==> config.mk <==
export PLATFORM = sky130hd
export DESIGN_NAME = synch_fifo_param
export DESIGN_NICKNAME = d
export VERILOG_FILES = /design/src/rtl/synch_fifo_param.sv
export SDC_FILE = /design/constraint.sdc
export NUM_CORES = 1
export LEC_CHECK = 0
export CORE_MARGIN = 1.5
export CORE_UTILIZATION = 30
export CTS_CLUSTER_DIAMETER = 120
export DETAILED_ROUTE_END_ITERATION = 16
export GPL_TIMING_DRIVEN = 1
export REMOVE_ABC_BUFFERS = 1
export SYNTH_ARGS = -nofsm -noshare
export SYNTH_HDL_FRONTEND = slang
export SYNTH_SLANG_ARGS = --single-unit
==> constraint.sdc <==
create_clock -name clk -period 9.7 [get_ports clk]
set_input_delay 1.94 -clock clk [delete_from_list [all_inputs] [get_ports clk]]
set_output_delay 1.94 -clock clk [all_outputs]
set_load 0.02 [all_outputs]
==> src/rtl/synch_fifo_param.sv <==
// Parametrised single-clock FIFO with watermarks, sticky error flags and occupancy count.
// Define SYNCH_FIFO_FWFT_EN for first-word-fall-through reads (head word shown combinationally).
module synch_fifo_param #(
  parameter int DATA_W   = 16,
  parameter int DEPTH    = 8,
  parameter int AF_LEVEL = 6,
  parameter int AE_LEVEL = 2
) (
  input  logic                     clk,
  input  logic                     reset,
  input  logic                     wr_en,
  input  logic [DATA_W-1:0]        write_data,
  input  logic                     rd_en,
  input  logic                     clr_err,
  output logic [DATA_W-1:0]        read_data,
  output logic                     full,
  output logic                     empty,
  output logic                     full_nxt,
  output logic                     empty_nxt,
  output logic                     almost_full,
  output logic                     almost_empty,
  output logic [$clog2(DEPTH):0]   data_avail,
  output logic [$clog2(DEPTH):0]   room_avail,
  output logic                     overflow,
  output logic                     underflow
);

  localparam int PW = $clog2(DEPTH);
  localparam int CW = PW + 1;
  localparam logic [CW-1:0] DEPTH_C = CW'(DEPTH);
  localparam logic [CW-1:0] AF_C    = CW'(AF_LEVEL);
  localparam logic [CW-1:0] AE_C    = CW'(AE_LEVEL);

  if ((DEPTH < 2) || ((DEPTH & (DEPTH - 1)) != 0)) begin : g_bad_depth
    $error("synch_fifo_param: DEPTH must be a power of two >= 2");
  end
  if (AF_LEVEL > DEPTH) begin : g_bad_af
    $error("synch_fifo_param: AF_LEVEL must not exceed DEPTH");
  end
  if (AE_LEVEL >= AF_LEVEL) begin : g_bad_ae
    $error("synch_fifo_param: AE_LEVEL must be below AF_LEVEL");
  end

  logic [DATA_W-1:0] mem [DEPTH];

  logic [PW-1:0] wr_ptr_q, wr_ptr_d;
  logic [PW-1:0] rd_ptr_q, rd_ptr_d;
  logic [CW-1:0] count_q, count_d;
  logic          full_q, full_d;
  logic          empty_q, empty_d;
  logic          af_q, af_d;
  logic          ae_q, ae_d;
  logic          ovf_q, ovf_d;
  logic          unf_q, unf_d;
  logic          wr_acc, rd_acc;

  always_comb begin
    // A write into a full FIFO is only safe when the same edge pops a word.
    wr_acc   = wr_en & (~full_q | rd_en);
    rd_acc   = rd_en & ~empty_q;
    wr_ptr_d = wr_ptr_q + PW'(wr_acc);
    rd_ptr_d = rd_ptr_q + PW'(rd_acc);
    count_d  = count_q;
    case ({wr_acc, rd_acc})
      2'b10:   count_d = count_q + CW'(1);
      2'b01:   count_d = count_q - CW'(1);
      default: count_d = count_q;
    endcase
    full_d  = (count_d == DEPTH_C);
    empty_d = (count_d == '0);
    af_d    = (count_d >= AF_C);
    ae_d    = (count_d <= AE_C);
    // New errors take priority over a simultaneous clear.
    ovf_d = clr_err ? 1'b0 : ovf_q;
    if (wr_en & ~wr_acc) ovf_d = 1'b1;
    unf_d = clr_err ? 1'b0 : unf_q;
    if (rd_en & empty_q) unf_d = 1'b1;
  end

  always_ff @(posedge clk) begin
    if (reset) begin
      wr_ptr_q <= '0;
      rd_ptr_q <= '0;
      count_q  <= '0;
      full_q   <= 1'b0;
      empty_q  <= 1'b1;
      af_q     <= 1'b0;
      ae_q     <= 1'b1;
      ovf_q    <= 1'b0;
      unf_q    <= 1'b0;
    end else begin
      wr_ptr_q <= wr_ptr_d;
      rd_ptr_q <= rd_ptr_d;
      count_q  <= count_d;
      full_q   <= full_d;
      empty_q  <= empty_d;
      af_q     <= af_d;
      ae_q     <= ae_d;
      ovf_q    <= ovf_d;
      unf_q    <= unf_d;
    end
  end

  always_ff @(posedge clk) begin
    if (!reset && wr_acc) mem[wr_ptr_q] <= write_data;
  end

`ifdef SYNCH_FIFO_FWFT_EN
  assign read_data = mem[rd_ptr_q];
`else
  logic [DATA_W-1:0] rdata_q, rdata_d;

  always_comb begin
    rdata_d = rdata_q;
    if (rd_acc) rdata_d = mem[rd_ptr_q];
  end

  always_ff @(posedge clk) begin
    if (reset) rdata_q <= '0;
    else       rdata_q <= rdata_d;
  end

  assign read_data = rdata_q;
`endif

  assign full         = full_q;
  assign empty        = empty_q;
  assign full_nxt     = full_d;
  assign empty_nxt    = empty_d;
  assign almost_full  = af_q;
  assign almost_empty = ae_q;
  assign data_avail   = count_q;
  assign room_avail   = DEPTH_C - count_q;
  assign overflow     = ovf_q;
  assign underflow    = unf_q;

endmodule

# ---- After elaboration in Yosys (flattened, before gate mapping)
# Memories as Yosys holds them, arrays and structs flattened. A register that Yosys moved wholly into a read port is not among the register bits.
# Index checks and enable logic that the tools add are counted.
# Widths: inputs -> output; s select.
dict set report totals {
  register_bits 16
  ram_bits 128
  inputBits 21
  output_inout_bits 32
  n_memories 1
}
# name depth word_bits rd rd_ports_with_merged_regs write_ports line_no
set memory_table {}
lappend memory_table {mem 8 16 1 1 1 44} ;# logic [DATA_W-1:0] mem [DEPTH];
dict set report classes {
  n_addsub 5
  n_lt_le_gt_ge 2
  eq_ne 3
  mux 6
  bitwise_logic 8
  n_reduce_logical 5
}
# cell n
set ops {}
lappend ops {{$pmux 4 s2} 1}
lappend ops {{$add 3x1->3} 2}
lappend ops {{$mux 1} 5}
lappend ops {{$add 4x1->4 const B} 1}
lappend ops {{$and 1x1->1} 4}
lappend ops {{$eq 4x4->1 const B} 1}
lappend ops {{$ge 4x3->1 const B} 1}
lappend ops {{$le 4x2->1 const B} 1}
lappend ops {{$logic_not 4->1} 1}
lappend ops {{$reduce_bool 2->1} 2}
lappend ops {{$sub 4x1->4 const B} 1}
lappend ops {{$sub 4x4->4 const A} 1}
lappend ops {{$not 1->1} 3}
lappend ops {{$eq 2x1->1 const B} 1}
lappend ops {{$eq 2x2->1 const B} 1}
lappend ops {{$logic_and 1x1->1} 1}
lappend ops {{$logic_not 1->1} 1}
lappend ops {{$or 1x1->1} 1}

# ---- Logic depth before layout (Yosys ltp)
dict set report logic_depth {
  depth_word 6
  mapped_depth 9
  ltp_nobuf 8
}

# ---- Worst setup path after synthesis
# No wires, ideal clock.
dict set report synth_path {
  kind {input -> output}
  from {in rd_en}
  to {out empty_nxt}
  t_arrival_ps 4020
  t_required_ps 7760
  setup_slack_ps 3740
  cell_stages 9
  path_buffers 2
  cell_sequence {nor2b_1 clkbuf_1 clkbuf_1 ha_1 and4b_1 a21oi_1 a2111oi_2 a311oi_2 and2_1}
}
dict set report synth_between {
  elab_chain_len 5
  word_cells_on_any_way 7
  cone_classes {eq/ne (2); mux (1); bitwise (3); reduce/logical (1)}
}
# item line_no
set synth_lines {}
lappend synth_lines {{from (decl)} 13} ;# input logic rd_en,
lappend synth_lines {{$or 1x1->1} 59} ;# wr_acc = wr_en & (~full_q | rd_en);
lappend synth_lines {{$and 1x1->1} 59}
lappend synth_lines {{$eq 2x1->1 or $eq 2x2->1 (tied branches)} 64} ;# case ({wr_acc, rd_acc})
lappend synth_lines {{$pmux 4 s2 (*)} 64}
lappend synth_lines {{$logic_not 4->1 (*)} 70} ;# empty_d = (count_d == '0);
lappend synth_lines {{to (decl)} 19} ;# output logic empty_nxt,
# Mark *: on every way between the ends. The rest lies on a longest branch, timed or not.

# ---- Worst setup path after layout
# Same ends and word-level chain as after synthesis.

==> impl_results.md <==
* Sequential power share at a little under half
* Yosys top cell area share at a little over 60%
* Arrival time at the worst endpoint at 5200 ps
* Synth async-reset ratio at 0%
* Cell internal pwr at about 1.3 mW
* DR vias/cell at ~4.6
* Slew headroom at a little under a third
* Vias at between 3,000 and 4,000
* Area Overhead vs Synth at 23.29%
* CP startpoint kind: input port
* Commonest cells in the netlist: edfxtp_1 (128), dfxtp_1 (32), mux4_2 (32)
* Worst-path cell chain: clkdlybuf4s50_1, nor2b_2, buf_4, ha_1, nor3_1, o211ai_1, o311a_1, a311oi_2, and2_1, clkdlybuf4s50_1
* Worst path max stage delay at a little under 600 ps
* DRT antenna net count at 0
* Fin worst setup slack at between 2000 and 3000 ps
* Power share of the clock group at around two fifths
* Max Slew Vio Count at 0
* Fill cells at around 1,900
* Synth Instances at roughly 350
* Vias in the first global route at roughly 3,400
* Postcts setup bufs at 0
* Synth unique cells at 38
* P_sw at 0.4285 mW
* TritonCTS Buffers at 17
* RSZ-0062 raised after global routing: no
* Initial antenna violation count at 0
* Max Root-Sink Buffers at 2
* Switching Share at about a quarter
* Max frequency at approximately 0.14 GHz
* Worst slack at placement at around 2600 ps
* Simple-gate portion of the synthesized area at approximately 5%
* Number of flops mapped to enable cells by yosys at about 130
* DP Wirelength at 6.824 mm
* Final instance area at 7664 sq um
* CP max FO at 35
* Crit. Startpoint: rd_en
* Drt pass-1 iters at 5
* Avg Cell Area, Syn at ~18 sq um
* Critical path class: input port to output pin
* Final net count at between 400 and 500
* Tightest Hold Check Type: register to register
* Largest net degree at the start of global routing at 36
* Sequential area share after synthesis at just over 70%
* Synth Area in Compound Gates at about 4.4%
* CTS tree: built
* WL/cell at 17.25 microns
* Max IR drop VDD at between 0.1 and 0.15 mV
* Core Area at about 20,000 sq um
* N_diodes at 0
* Clk sinks at between 150 and 200
* Cell accounting for the most synthesized area: edfxtp_1
* Max-Cap Viols at 0
* Fin Setup TNS at 0 ps
* Root Buffer: clkbuf_16
* Synthesized flop and latch total at between 150 and 200
* Worst r2r dst: almost_empty$_SDFF_PP1_
* Worst Path Required at 7760 ps
* DIE AREA at between 20,000 and 25,000 sq um
* Top-count cell post-synth: edfxtp_1
* Final Skew at 9.264 ps
* Warning count from the yosys run at 0
* Chip height at 146.9 microns
* Post-synthesis mux area share at 14.17%
* PD cells at 223.2 nW/um^2
* Gates resized, CTS repair at 0
* Clock slew at reported path FFs at about 60 ps
* Mapped cell area at between 6000 and 7000 sq um
* Largest family of logic cells by synthesized area: multiplexers
* R2R cell count at 8
* Endpoints failing hold at 0
* Worst Hold Launch: underflow$_SDFFE_PP0P_
* Hold path cells at 2
* Pleak at ~2.4 nW
* CP max-delay cell: clkdlybuf4s50_1
* Area post-placement at approximately 7100 sq um
* Tmin final at around 7100 ps
* CP bufs+invs at 3
* IO buf count at 52
* Hold_ws at around 470 ps
* Final wirelength at around 12 mm
* Post-synth top flop: edfxtp_1
* DR iter-0 viols at 202
* H-tree depth at 4
* CP endpoint kind: output pin
* Worst path top cell family by delay: buffers and inverters
* Post-Synth XOR/XNOR Area at under 10%
* Post-route DRC at 0
* Num ports at 53
* Final Wtd Congestion at between 0.7 and 0.8
* All-layer global routing usage at a little under an eighth
* Adder-Cell Fraction of Synth Area at approximately 1.2%
* Final setup vio count at 0
* Status: completed
* R2r setup slk at about 7000 ps
* Share of cells above drive strength 1 at approximately a fifth
* Floorplan row count at 52
* Global-route wire length before repair at around 19 mm
* Top area cells in the synthesized netlist: edfxtp_1 (62%), mux4_2 (12%), dfxtp_1 (10%)
* Chip width at ~150 microns
* Comb pwr share at between 15 and 20%
* Clock Latency Late Sink at around 420 ps
* Slew @ Worst Pin at ~1000 ps
* Worst Hold Path EP: underflow$_SDFFE_PP0P_
* R2r startpoint: empty$_SDFF_PP1_
* GR Overflow Total at 0
* Initial Utilization at between 30% and 40%
* CTS Hold Buffers Added at 0
* Cell mode on critical path: clkdlybuf4s50_1
* Period Utilization, post-route at 73.62%
[state kept, by name (all words and copies together) (netlist names), 3 cells and up]
name / cells
wr_ptr_q: 3
mem: 128
rd_ptr_q: 3
data_avail: 4
read_data: 16
[kinds of logic (layout without fill, tap and decap cells)]
| logic type | after synthesis | count (layout) |
|---|---|---|
| buffers and inverters | 27 | 99 |
| xor gates and xnor gates | 9 | 9 |
| AOI/OAI and AO/OA | 37 | 37 |
| adders and majority gates | 6 | 6 |
| DFF | 160 | 160 |
| and+or+nand+nor | 60 | 60 |
| muxes | 48 | 48 |
[cells in the final DEF (no fill, tap or decap), types with 2 or more instances in the layout]
cell | netlist | layout
inv_6 | 0 | 2
nor2_1 | 28 | 28
xnor2_1 | 6 | 6
nor3_1 | 7 | 5
xor2_1 | 3 | 3
or3_1 | 2 | 2
mux4_2 | 32 | 32
dfxtp_2 | 0 | 2
nand2_1 | 5 | 5
clkinvlp_4 | 0 | 2
inv_1 | 5 | 5
mux2i_1 | 16 | 16
buf_4 | 1 | 10
edfxtp_1 | 128 | 128
bufinv_16 | 0 | 2
o21ai_0 | 3 | 3
clkbuf_16 | 0 | 17
dfxtp_1 | 32 | 30
nor3_4 | 0 | 2
ha_1 | 6 | 6
clkdlybuf4s50_1 | 0 | 52
and2_1 | 2 | 2
nand2b_1 | 5 | 5
a21oi_1 | 8 | 8
nor2b_1 | 5 | 4
nor3b_1 | 2 | 2
a211oi_1 | 16 | 16
clkinv_4 | 0 | 7
[tightest hold or removal path, stage by stage (launching register included)]
cell and delay [ps]:
dfxtp_1 310, nand2b_1 60, a21oi_1 50
[metrics by stage]
| step | cells | util [%] | power (mW) |
|---|---|---|---|
| 2_1_floorplan | 325 | - | 0.9683 |
| 3_3_place_gp | 657 | 34.86 | 1.072 |
| 3_5_place_dp | 657 | 34.86 | 1.079 |
| 4_1_cts | 689 | 37.75 | 1.732 |
| 5_1_grt | 689 | 37.75 | 1.783 |
| 6_report | 689 | 37.75 | 1.710 |
[area by class of cell]
type	instances	area, sq um	area share, %
Clock inverter	14	158.9	2.073
Timing Repair Buffer	62	595.6	7.771
Inverter	5	18.77	0.2449
Multi-Input combinational cell	160	1637	21.36
Clock buffer	18	429.2	5.600
Tap cell	270	337.8	4.408
Sequential cell	160	4487	58.55
[worst max-delay path by stage]
stage / endpoint / cells after the start
after floorplan: empty_nxt / 7
after global placement: empty_nxt / 10
after detailed placement: empty_nxt / 10
after CTS: empty_nxt / 10
after global routing: empty_nxt / 10
final: empty_nxt / 10
[routing by layer]
layer | global-route usage, % | routed length, microns
met2 | 20.73 | 6163
met3 | 4.193 | 604
met5 | 0 | 0
met1 | 13.64 | 4999
met4 | 3.650 | 118
[power groups by stage]
stage | clock (mW) | sequential [mW] | combinational, mW
floorplan | 0 | 0.838 | 0.130
global placement | 0 | 0.810 | 0.262
detailed placement | 0 | 0.811 | 0.268
CTS | 0.666 | 0.796 | 0.269
global route | 0.696 | 0.799 | 0.288
finish | 0.652 | 0.795 | 0.264
(Power assumes the default switching activity.)
